**src/rtl/alu_bist_pkg.sv**
```systemverilog
// Shared definitions for the ALU BIST controller: FSM encoding, opcodes,
// LFSR/MISR polynomials and the LFSR step function.
package alu_bist_pkg;

    typedef enum logic [2:0] {
        ST_IDLE    = 3'd0,
        ST_APPLY   = 3'd1,
        ST_CAPTURE = 3'd2,
        ST_COMPARE = 3'd3,
        ST_DONE    = 3'd4
    } bist_state_t;

    localparam logic [2:0] OP_ADD = 3'b000;
    localparam logic [2:0] OP_SUB = 3'b001;
    localparam logic [2:0] OP_AND = 3'b010;
    localparam logic [2:0] OP_OR  = 3'b011;
    localparam logic [2:0] OP_XOR = 3'b100;
    localparam logic [2:0] OP_CMP = 3'b101;
    localparam logic [2:0] OP_MUL = 3'b110;
    localparam logic [2:0] OP_NOP = 3'b111;

    localparam logic [15:0] LFSR_TAPS         = 16'hB400;
    localparam logic [15:0] LFSR_DEFAULT_SEED = 16'hACE1;
    localparam logic [8:0]  MISR_TAPS         = 9'h011;

    // Fibonacci step for x^16+x^14+x^13+x^11+1: feedback is the parity of the tapped bits.
    function automatic logic [15:0] lfsr_next(input logic [15:0] l);
        return {l[14:0], ^(l & LFSR_TAPS)};
    endfunction

endpackage

```
**src/rtl/bist_misr.sv**
```systemverilog
// Multiple-input signature register: shifts left, folds the MSB back through
// the tap mask and XORs in the parallel data word.
module bist_misr
    import alu_bist_pkg::*;
#(
    parameter int           W    = 9,
    parameter logic [W-1:0] TAPS = W'(MISR_TAPS),
    parameter logic [W-1:0] SEED = '0
) (
    input  logic         clk,
    input  logic         rst_n,
    input  logic         load_seed,
    input  logic         enable,
    input  logic [W-1:0] d,
    output logic [W-1:0] sig
);

    logic [W-1:0] r_sig;
    logic [W-1:0] w_next;

    always_comb begin
        w_next = {r_sig[W-2:0], 1'b0} ^ (r_sig[W-1] ? TAPS : '0) ^ d;
    end

    always_ff @(posedge clk or negedge rst_n) begin
        if (!rst_n) begin
            r_sig <= SEED;
        end else if (load_seed) begin
            r_sig <= SEED;
        end else if (enable) begin
            r_sig <= w_next;
        end
    end

    assign sig = r_sig;

endmodule

```
**src/rtl/alu_bist_ctrl.sv**
```systemverilog
// BIST controller for the 8-bit ALU: LFSR operands, opcode sweep, MISR
// compaction of {ZERO, RESULT} and a final golden-signature compare.
module alu_bist_ctrl
    import alu_bist_pkg::*;
#(
    parameter int               WIDTH      = 8,
    parameter int               PAT_COUNT  = 16,
    parameter logic [15:0]      LFSR_SEED  = 16'hACE1,
    parameter logic [WIDTH:0]   MISR_SEED  = '0,
    parameter logic [WIDTH:0]   GOLDEN_SIG = '0
) (
    input  logic               clk,
    input  logic               rst_n,
    input  logic               start,
    input  logic               abort,
    output logic [WIDTH-1:0]   alu_a,
    output logic [WIDTH-1:0]   alu_b,
    output logic [2:0]         alu_sel,
    output logic               test_mode,
    input  logic [WIDTH-1:0]   alu_result,
    input  logic               alu_zero,
    output logic               busy,
    output logic               done,
    output logic               pass,
    output logic [WIDTH:0]     signature
);

    localparam int          CNT_W    = (PAT_COUNT > 1) ? $clog2(PAT_COUNT) : 1;
    localparam logic [15:0] SEED_EFF = (LFSR_SEED == 16'h0000) ? LFSR_DEFAULT_SEED : LFSR_SEED;
    localparam logic [CNT_W-1:0] CNT_LAST = CNT_W'(PAT_COUNT - 1);

    bist_state_t      r_state;
    bist_state_t      w_state_nxt;

    logic [15:0]      r_lfsr;
    logic [15:0]      w_lfsr_nxt;
    logic [CNT_W-1:0] r_cnt;
    logic [WIDTH-1:0] r_alu_a;
    logic [WIDTH-1:0] r_alu_b;
    logic [2:0]       r_alu_sel;
    logic             r_busy;
    logic             r_test_mode;
    logic             r_done;
    logic             r_pass;
    logic             r_match;

    logic             w_launch;
    logic             w_capture;
    logic             w_pat_wrap;
    logic [WIDTH:0]   w_sig;

    assign w_lfsr_nxt = lfsr_next(r_lfsr);

    always_ff @(posedge clk or negedge rst_n) begin
        if (!rst_n) begin
            r_state <= ST_IDLE;
        end else begin
            r_state <= w_state_nxt;
        end
    end

    // Abort outranks everything; start is only honoured from IDLE or DONE.
    always_comb begin
        w_state_nxt = r_state;
        w_launch    = 1'b0;
        w_capture   = 1'b0;
        w_pat_wrap  = (r_cnt == CNT_LAST);
        case (r_state)
            ST_IDLE, ST_DONE: begin
                if (abort) begin
                    w_state_nxt = ST_IDLE;
                end else if (start) begin
                    w_state_nxt = ST_APPLY;
                    w_launch    = 1'b1;
                end
            end
            ST_APPLY: begin
                w_state_nxt = abort ? ST_IDLE : ST_CAPTURE;
            end
            ST_CAPTURE: begin
                if (abort) begin
                    w_state_nxt = ST_IDLE;
                end else begin
                    w_capture   = 1'b1;
                    w_state_nxt = (w_pat_wrap && (r_alu_sel == OP_NOP)) ? ST_COMPARE : ST_APPLY;
                end
            end
            ST_COMPARE: begin
                w_state_nxt = abort ? ST_IDLE : ST_DONE;
            end
            default: begin
                w_state_nxt = ST_IDLE;
            end
        endcase
    end

    always_ff @(posedge clk or negedge rst_n) begin
        if (!rst_n) begin
            r_lfsr      <= SEED_EFF;
            r_cnt       <= '0;
            r_alu_a     <= '0;
            r_alu_b     <= '0;
            r_alu_sel   <= '0;
            r_busy      <= 1'b0;
            r_test_mode <= 1'b0;
            r_done      <= 1'b0;
            r_pass      <= 1'b0;
            r_match     <= 1'b0;
        end else begin
            if (w_launch) begin
                r_lfsr      <= SEED_EFF;
                r_alu_a     <= SEED_EFF[15:8];
                r_alu_b     <= SEED_EFF[7:0];
                r_alu_sel   <= OP_ADD;
                r_cnt       <= '0;
                r_busy      <= 1'b1;
                r_test_mode <= 1'b1;
                r_done      <= 1'b0;
                r_pass      <= 1'b0;
            end else if (w_capture) begin
                r_lfsr  <= w_lfsr_nxt;
                r_alu_a <= w_lfsr_nxt[15:8];
                r_alu_b <= w_lfsr_nxt[7:0];
                if (w_pat_wrap) begin
                    r_cnt <= '0;
                    // The final opcode is left on the bus so the compare sees a stable ALU.
                    if (r_alu_sel != OP_NOP) begin
                        r_alu_sel <= r_alu_sel + 3'd1;
                    end
                end else begin
                    r_cnt <= r_cnt + CNT_W'(1);
                end
            end

            if (abort) begin
                r_busy      <= 1'b0;
                r_test_mode <= 1'b0;
                r_done      <= 1'b0;
                r_pass      <= 1'b0;
            end else if (r_state == ST_COMPARE) begin
                r_match <= (w_sig == GOLDEN_SIG);
            end else if ((r_state == ST_DONE) && !start) begin
                r_done      <= 1'b1;
                r_pass      <= r_match;
                r_busy      <= 1'b0;
                r_test_mode <= 1'b0;
            end
        end
    end

    bist_misr #(
        .W    (WIDTH + 1),
        .TAPS (MISR_TAPS),
        .SEED (MISR_SEED)
    ) u_misr (
        .clk       (clk),
        .rst_n     (rst_n),
        .load_seed (w_launch),
        .enable    (w_capture),
        .d         ({alu_zero, alu_result}),
        .sig       (w_sig)
    );

    assign alu_a     = r_alu_a;
    assign alu_b     = r_alu_b;
    assign alu_sel   = r_alu_sel;
    assign test_mode = r_test_mode;
    assign busy      = r_busy;
    assign done      = r_done;
    assign pass      = r_pass;
    assign signature = w_sig;

endmodule

```
**config.mk**
```make
export PLATFORM = sky130hd
export DESIGN_NAME = alu_bist_ctrl
export DESIGN_NICKNAME = d
export VERILOG_FILES = /design/src/rtl/alu_bist_pkg.sv /design/src/rtl/bist_misr.sv /design/src/rtl/alu_bist_ctrl.sv
export SDC_FILE = /design/constraint.sdc
export NUM_CORES = 1
export LEC_CHECK = 0
export BUFFER_PORTS_ARGS = -buffer_cell sky130_fd_sc_hd__buf_4
export CORE_ASPECT_RATIO = 1.75
export CORE_UTILIZATION = 58
export DETAILED_ROUTE_END_ITERATION = 10
export GPL_TIMING_DRIVEN = 0
export PLACE_DENSITY = 0.93
export RECOVER_POWER = 100
export SLEW_MARGIN = 20
export SYNTH_ARGS = -nofsm -noshare
export SYNTH_HDL_FRONTEND = slang
export SYNTH_HIERARCHICAL = 1
export SYNTH_SLANG_ARGS = --single-unit
```
**constraint.sdc**
```tcl
create_clock -name clk -period 3.1 [get_ports clk]
set_input_delay 0.62 -clock clk [delete_from_list [all_inputs] [get_ports clk]]
set_output_delay 0.62 -clock clk [all_outputs]
set_load 0.02 [all_outputs]
```
* Yosys cells after proc, flatten, opt, wreduce, memory -nomap -nowiden
Index checks and enable logic that the tools add are counted.
** Word-level totals
- Output and inout port bits :: 32
- Bits of input ports :: 13
- Register bits after elaboration :: 56
** Cells by class
- Reduce and logical (&&, ||, !) cells :: 12
- Bitwise logic cells :: 3
- Equal/unequal tests :: 8
- Multiplexer cells :: 44
- Add/sub/neg operators :: 2
** Operators with widths (count)
- two-way mux 16 bit :: 2
- two-way mux 8 bit :: 4
- two-way mux 1 bit :: 21
- two-way mux 3 bit :: 7
- two-way mux 9 bit :: 2
- XOR 9 bit :: 2
- parity 16 bit :: 1
- two-way mux 4 bit :: 3
- case mux 3 bit (4 select lines) :: 1
- logical NOT 9 bit :: 1
- equality test 3 x 2 -> 1 bit (second input constant) :: 2
- equality test 3 bit (second input constant) :: 2
- two-way mux 2 bit :: 3
- != test 3 bit (second input constant) :: 2
- nonzero test 2 bit :: 3
- two-way mux 5 bit :: 1
- adder 4 x 1 -> 4 bit (second input constant) :: 1
- equality test 4 bit (second input constant) :: 1
- adder 3 x 1 -> 3 bit (second input constant) :: 1
- equality test 3 x 1 -> 1 bit (second input constant) :: 1
- logical NOT 3 bit :: 1
- AND reduction 3 bit :: 1
- logical AND 1 bit :: 2
- AND reduction 2 bit :: 1
- 3 further kinds :: 3

* Logic depth before layout (Yosys ltp)
Gate-level depths: netlist of run 1.
- Word-level depth :: 7
- Depth in mapped cells :: 9
- Mapped depth without buffers :: 5

* By module
The synthesis of run 1 kept the hierarchy.
** By module, submodules not included
- alu_bist_ctrl :: times used 1, area an instance 1764.2 sq um, cells each 181
- bist_misr :: times used 1, area an instance 445.4 sq um, cells each 39

* Worst setup path before layout of run 1
Ideal clock, no wire load.
- Path kind :: input-to-reg
- Start point :: in abort
- End point :: reg u_misr.r_sig[2], in the netlist u_misr/sig[2]
- Slack :: 0.882 ns
- Data required time :: 3.006 ns
- Data arrival time :: 2.124 ns
- Stages on the path :: 9
- Cells stage by stage :: buf_6 -> or4b_1 -> buf_2 -> inv_2 -> buf_4 -> buf_4 -> buf_6 -> nor2_1 -> a211oi_1
** Between the ends
- Word-level cells in the longest chain between the ends :: 3
- Elaborated cells between the ends (all ways) :: 6
- Those cells by class :: 5 x mux; 1 x reduce/logical
** RTL lines
- start, declared :: RTL line alu_bist_ctrl.sv:15 : input logic abort,
- two-way mux 1 bit :: RTL line alu_bist_ctrl.sv:81 : if (abort) begin
- two-way mux 1 bit :: RTL line alu_bist_ctrl.sv:68 : case (r_state)
- net w_capture :: RTL line alu_bist_ctrl.sv:48 : logic w_capture;
- nonzero test 2 bit (no line)
- end signal, assigned :: RTL line bist_misr.sv:31 : r_sig <= w_next;
- end, declared :: RTL line bist_misr.sv:18 : logic [W-1:0] r_sig;
The timed path passes the listed nets, and every way through them passes these cells.
A chain may end at the register's enable or synchronous reset.

* Worst setup path in the final report of run 1
- Start point :: reg r_state[2]
- End point :: reg u_misr.r_sig[3], in the netlist u_misr/sig[3]
** Between the ends
- Elaborated cells between the ends (all ways) :: 8
- Those cells by class :: 2 x eq/ne; 3 x mux; 3 x reduce/logical
** RTL lines
- start, declared :: RTL line alu_bist_ctrl.sv:32 : bist_state_t r_state;
- start signal, assigned :: RTL line alu_bist_ctrl.sv:58 : r_state <= w_state_nxt;
- equality test 3 x 2 -> 1 bit :: RTL line alu_bist_ctrl.sv:68
- two-way mux 1 bit :: RTL line alu_bist_ctrl.sv:68
- net w_capture :: RTL line alu_bist_ctrl.sv:48
- nonzero test 2 bit (no line)
The timed path passes the listed nets, and every way through them passes these cells.

==> results of run 1 <==
-- synthesized netlist by cell type (2+ instances only) --
library cell  count
nand2_1          55
xnor2_1           9
nand3_1           2
or4b_1            2
nor3_1            2
and3_1            2
inv_2             2
nor2_1           12
buf_6             3
buf_4            11
clkbuf_1          3
o21ai_0           4
ha_1              3
xor2_1            2
a21oi_1          22
nand2b_1          2
dfrtp_1          40
nand4_1           3
buf_2             3
a2bb2oi_1         2
mux2i_1           2
a211oi_1          9
dfstp_2           8
-- final timing paths --
check | start | to | slack, ns | cells after the start
setup / recovery | r_state[2]$_DFFE_PN0P_ | u_misr/sig[3]$_DFFE_PN0P_ | 0.56 | 9
hold / removal | rst_n | alu_a[7]$_DFFE_PN0P_ | 0.32 | 1
setup reg to reg | r_state[2]$_DFFE_PN0P_ | u_misr/sig[3]$_DFFE_PN0P_ | 0.56 | 9
hold reg to reg | r_lfsr[7]$_DFFE_PN1P_ | r_lfsr[7]$_DFFE_PN1P_ | 0.47 | 2
max in group asynchronous | rst_n | r_lfsr[0]$_DFFE_PN1P_ | 2.39 | 1
min in group clk | r_lfsr[7]$_DFFE_PN1P_ | r_lfsr[7]$_DFFE_PN1P_ | 0.47 | 2
-- power by group through the flow --
| stage | Sequential (mW) | Clock, mW | Combinational, mW |
|---|---|---|---|
| after floorplan | 0.821 | 0 | 0.175 |
| after global placement | 0.785 | 0 | 0.342 |
| after detailed placement | 0.789 | 0 | 0.353 |
| after CTS | 0.777 | 0.381 | 0.354 |
| after global routing | 0.787 | 0.405 | 0.344 |
| final | 0.777 | 0.373 | 0.314 |
-- sequential cells by signal, summed over array words and instances, names as in the netlist --
| register | count |
|---|---|
| busy | 1 |
| r_state | 3 |
| alu_a | 4 |
| r_lfsr | 16 |
| pass | 1 |
| alu_sel | 3 |
| done | 1 |
| test_mode | 1 |
| r_cnt | 4 |
| u_misr/sig | 9 |
| r_match | 1 |
| alu_b | 4 |
-- cells by family (layout without fill, tap and decap cells) --
| kind of cell | Yosys count | in the layout |
|---|---|---|
| AOI/OAI and AO/OA | 44 | 44 |
| xor gates and xnor gates | 12 | 12 |
| adders and majority gates | 3 | 3 |
| buffers and inverters | 24 | 75 |
| DFF | 48 | 48 |
| muxes | 2 | 2 |
| and+or+nand+nor | 87 | 87 |
-- through the flow --
step	hold WS [ns]	utilization	total power [mW]	cell area, um2	setup slack [ns]
floorplan	0.324	-	0.996	2210	0.882
global placement	0.447	0.714	1.13	2590	0.733
detailed placement	0.455	0.714	1.14	2590	0.705
CTS	0.333	0.739	1.51	2680	0.911
global route	0.358	0.708	1.54	2570	0.373
finish	0.315	0.708	1.46	2570	0.556
-- area by class of cell --
cell class / instances / area [um2]
buffer: 21 / 136
clock buffer: 6 / 82.6
clock inverter: 2 / 10.0
fill: 317 / 1060
inverter: 3 / 11.3
multi-input combinational: 148 / 841
sequential: 48 / 1210
tap: 46 / 57.6
timing repair buffer: 43 / 218
-- metal layers --
metal / part of all wire / vias to the layer above / wire length [um] / GRT usage
li1: - / 835 / - / -
met1: 0.38 / 839 / 1720 / 0.270
met2: 0.56 / 43 / 2520 / 0.439
met3: 0.034 / 9 / 151 / 0.0474
met4: 0.024 / 0 / 109 / 0.107
met5: 0 / - / 0 / 0
-- worst register-to-register path, cell delays in order (launching register included) --
cell      delay [ns]
dfrtp_1         0.38
buf_6           0.13
or4b_1          0.50
buf_2           0.19
inv_1           0.20
clkbuf_1        0.39
buf_4           0.26
buf_6           0.15
nor2_1          0.05
a211oi_1        0.21
==> impl_metrics.json, run 1 <==
{
  "dp_hpwl_mm": 3.27,
  "via_count": 1726,
  "synth.net_count": 236,
  "rsz0062_at_grt": "no",
  "drive_gt1_frac": 0.170,
  "slowest_stage": "or4b_1",
  "startpoint_type": "register",
  "gp_congestion": 0.790,
  "die_x_um": 48.7,
  "syn_inst": 220,
  "power_frac_comb": 0.215,
  "final_common_cell": "nand2_1",
  "grt_remaining_overflow": 0,
  "placedCellCount": 309,
  "seq_power_share": 0.531,
  "maxCapViolCount": 0,
  "p_clk_frac": 0.255,
  "cp_slowest_stage_delay_ns": 0.50,
  "cts-resized-gates": 0,
  "layout_common_cells": "nand2_1 (55), dfrtp_1 (40), clkbuf_1 (35), a21oi_1 (22), buf_4 (20)",
  "cts_num_sinks": 48,
  "setup_viol": 0,
  "ctsRootBufferMaster": "clkbuf_8",
  "grt_pass1_vias": 1737,
  "fin_cells": 317,
  "worstMarginPinSlew_ns": 0.571,
  "ant_nets": 0,
  "setup_tns_ns": 0,
  "dr.pass1.iters": 4,
  "synth_area_leader_cell": "dfrtp_1",
  "io_pins": 45,
  "hold_path.class": "in -> async",
  "cts_max_level": 2,
  "routed_wl_mm": 4.50,
  "netlist_area_um2": 2210,
  "cellPowerDensity_nw_per_um2": 570,
  "synthMuxAreaShare": 0.00906,
  "synthXorXnorAreaFrac": 0.0544,
  "required_ns": 3.31,
  "path_clk_slew_ns": 0.08,
  "sw_frac_of_total": 0.304,
  "cellLeakagePower_nw": 1.18,
  "synth_area_leaders": "dfrtp_1 (45%), dfstp_2 (9.5%), nand2_1 (9.3%)",
  "synth_top_area_share": 0.453,
  "worstPathArrival_ns": 2.75,
  "crit_type": "reg -> reg",
  "max-slew-margin-rel": 0.619,
  "core_um2": 3630,
  "antenna_found_initial": 0,
  "port_buffers": 43,
  "hold_violations": 0,
  "start_util": 0.609,
  "path_max_fanout": 10,
  "drtIter0Drc": 48,
  "synth_edf_count": 0,
  "async_reset_ff_frac": 1.00,
  "ctsHoldBuffers": 0,
  "peakVddDrop_uv": 453,
  "crit_family": "buffers and inverters",
  "synth_top_family_by_area": "simple AND/OR/NAND/NOR gates",
  "synth_compound_area_frac": 0.123,
  "drv_slew": 0,
  "synth_warnings": 6,
  "syn_to_final_growth_pct": 16.2,
  "clock_latency_ns": 0.30,
  "post-route-min-period_ns": 2.54,
  "cts_tree": "done",
  "rows": 29,
  "syn_area_per_cell_um2": 10.0,
  "cts_setup_buffers": 0,
  "antenna_cells": 0,
  "yosysSeqAreaShare": 0.548,
  "ys_ff_latch": 48,
  "final.period_utilization": 0.821,
  "cts_buffers": 5,
  "grt_pass1_wl_mm": 7.59,
  "crit_buf_inv": 6,
  "p_switching_uw": 445,
  "fin_skew_ns": 0.00789,
  "cpMostUsedCell": "buf_6",
  "dieHeight_um": 83.7,
  "drc": 0,
  "viasPerCell": 5.44,
  "wire_per_inst_um": 14.2,
  "nNetsFinal": 286,
  "status": "completed",
  "cp_cell_sequence": "buf_6, or4b_1, buf_2, inv_1, clkbuf_1, buf_4, buf_6, nor2_1, a211oi_1",
  "synth-simple-area-share": 0.177,
  "crit_path_end_kind": "register",
  "synthAdderAreaFrac": 0.0170,
  "fmax_mhz": 393,
  "synth_ff_type": "dfrtp_1",
  "die_area_um2": 4070,
  "grt_usage": 0.243,
  "grt_max_degree": 49,
  "cts.path.max_buffers": 2,
  "p_int_mw": 1.02,
  "synth_cell_types": 40
}
Power figures use the tool's default switching activity.
==> run 2, diff against run 1 <==
CORE_UTILIZATION = 54   (was 58)
PLACE_DENSITY = 0.88   (was 0.93)
clock period = 2.6 ns   (was 3.1 ns; I/O delays follow)
==> run 2 against run 1 <==
Compared with the run above: final cell count up 0.63%; flip-flop and latch count unchanged; clock-buffer cell count is 1 higher; global-route usage shrank 1.6 points; worst hold slack improved by 0.079 ns; sequential power is 19% higher; sequential share of layout area rose by 0.28 points; non-clock buffer count unchanged; combinational power rose by 18%; clock skew increased by 0.0035 ns.
==> impl_metrics.json, run 2 (synthesis results as in run 1) <==
{
  "drtIter0Drc": 54,
  "drive_gt1_frac": 0.159,
  "crit_type": "reg -> reg",
  "setup_viol": 0,
  "cts_num_sinks": 48,
  "ctsRootBufferMaster": "clkbuf_8",
  "sw_frac_of_total": 0.310,
  "core_um2": 3900,
  "power_frac_comb": 0.215,
  "r2r_slack_ns": 0.25,
  "grt_usage": 0.228,
  "via_count": 1734,
  "reg2reg_to": "u_misr/sig[3]$_DFFE_PN0P_",
  "worstPathArrival_ns": 2.55,
  "dieHeight_um": 86.6,
  "grt_max_degree": 49,
  "required_ns": 2.80,
  "cts_buffers": 5,
  "path_max_fanout": 10,
  "final_common_cell": "nand2_1",
  "wl_met1_mm": 1.76,
  "grt_pass1_wl_mm": 7.38,
  "p_switching_uw": 535,
  "hold_depth": 2,
  "layout_common_cells": "nand2_1 (55), dfrtp_1 (40), clkbuf_1 (38), a21oi_1 (23), buf_4 (20)",
  "maxCapViolCount": 0,
  "cts_tree": "done",
  "dr_wl_met3_um": 150,
  "die_x_um": 50.4,
  "cellPowerDensity_nw_per_um2": 676,
  "io_pins": 45,
  "cts-resized-gates": 0,
  "cts_setup_buffers": 0,
  "antenna_cells": 0,
  "grt_pass1_vias": 1638,
  "dp_hpwl_mm": 3.13,
  "worstRegToRegCells": 9,
  "syn_to_final_growth_pct": 15.5,
  "nNetsFinal": 286,
  "peakVddDrop_uv": 541,
  "largest_reg_flops": 16,
  "port_buffers": 43,
  "cellLeakagePower_nw": 1.17,
  "drc": 0,
  "crit_path_end_kind": "register",
  "cts.path.max_buffers": 2,
  "p_int_mw": 1.19,
  "ctsHoldBuffers": 0,
  "start_util": 0.566,
  "whs_endpoint": "test_mode$_DFF_PN0_",
  "highest_layer": "met4",
  "power_mw": 1.72,
  "cp_cell_sequence": "buf_6, or4b_1, buf_2, inv_1, buf_4, buf_4, buf_6, nor2_1, a211oi_1",
  "dr.pass1.iters": 4,
  "routed_wl_mm": 4.43,
  "regMostFlops": "r_lfsr",
  "viasPerCell": 5.44,
  "path_clk_slew_ns": 0.09,
  "status": "completed",
  "rows": 30,
  "crit_family": "buffers and inverters",
  "post-route-min-period_ns": 2.35,
  "fmax_mhz": 426,
  "antenna_found_initial": 0,
  "max-slew-margin-rel": 0.240,
  "setup_tns_ns": 0,
  "slowest_stage": "or4b_1",
  "cp_slowest_stage_delay_ns": 0.51,
  "startpoint_type": "register",
  "hold_path.class": "in -> reg",
  "ant_nets": 0,
  "die_area_um2": 4360,
  "wl_met2_mm": 2.41,
  "hp-start": "abort",
  "crit_buf_inv": 6,
  "reg2reg_from": "r_state[2]$_DFFE_PN0P_",
  "wire_per_inst_um": 13.9,
  "fin_skew_ns": 0.0114,
  "drv_slew": 0,
  "clock_latency_ns": 0.30,
  "p_clk_frac": 0.249,
  "rsz0062_at_grt": "no",
  "final.period_utilization": 0.904,
  "worstMarginPinSlew_ns": 1.14,
  "cts_max_level": 2,
  "gp_congestion": 0.797,
  "hold_violations": 0,
  "seq_power_share": 0.536,
  "grt_remaining_overflow": 0
}
[run 2: power by group through the flow]
stage          Clock (mW)  Sequential (mW)  Combinational [mW]
4_1_cts             0.439            0.926               0.422
2_1_floorplan           0            0.979               0.209
3_5_place_dp            0            0.939               0.419
6_report            0.430            0.925               0.370
5_1_grt             0.465            0.938               0.410
3_3_place_gp            0            0.935               0.409
[run 2: how the worst max path moves through the flow]
stage	to	startpoint	slack, ns	cells past startpoint
global route	u_misr/sig[3]$_DFFE_PN0P_	r_state[2]$_DFFE_PN0P_	0.11	9
finish	u_misr/sig[3]$_DFFE_PN0P_	r_state[2]$_DFFE_PN0P_	0.25	9
global placement	u_misr/sig[3]$_DFFE_PN0P_	abort	0.31	9
floorplan	u_misr/sig[2]$_DFFE_PN0P_	abort	0.48	9
CTS	u_misr/sig[3]$_DFFE_PN0P_	r_state[2]$_DFFE_PN0P_	0.34	9
detailed placement	u_misr/sig[2]$_DFFE_PN0P_	abort	0.26	9
[run 2: cell type report]
type / count / area (um2)
timing repair buffer: 43 / 211
clock buffer: 7 / 76.3
sequential: 48 / 1210
multi-input combinational: 148 / 837
clock inverter: 1 / 5.00
fill: 350 / 1350
tap: 48 / 60.1
inverter: 3 / 11.3
buffer: 21 / 140
[run 2: metal layers]
metal / vias to the layer above / GRT usage
li1: 838 / -
met1: 846 / 0.275
met2: 40 / 0.383
met3: 10 / 0.0526
met4: 0 / 0.0985
met5: - / 0
[run 2: worst register-to-register path: stages, from the launching register on]
cell and delay, ns:
dfrtp_1 0.39, buf_6 0.14, or4b_1 0.51, buf_2 0.19
inv_1 0.20, buf_4 0.21, buf_4 0.18, buf_6 0.15
nor2_1 0.06, a211oi_1 0.22
[run 2: through the flow]
| stage | hold slack, ns | cell area, um2 | instances | utilization | worst slack (ns) |
|---|---|---|---|---|---|
| after floorplan | 0.224 | 2210 | 220 | - | 0.482 |
| after global placement | 0.448 | 2590 | 311 | 0.664 | 0.308 |
| after detailed placement | 0.452 | 2590 | 311 | 0.664 | 0.260 |
| after CTS | 0.237 | 2670 | 319 | 0.685 | 0.340 |
| after global routing | 0.391 | 2550 | 319 | 0.654 | 0.111 |
| final | 0.394 | 2550 | 319 | 0.654 | 0.250 |
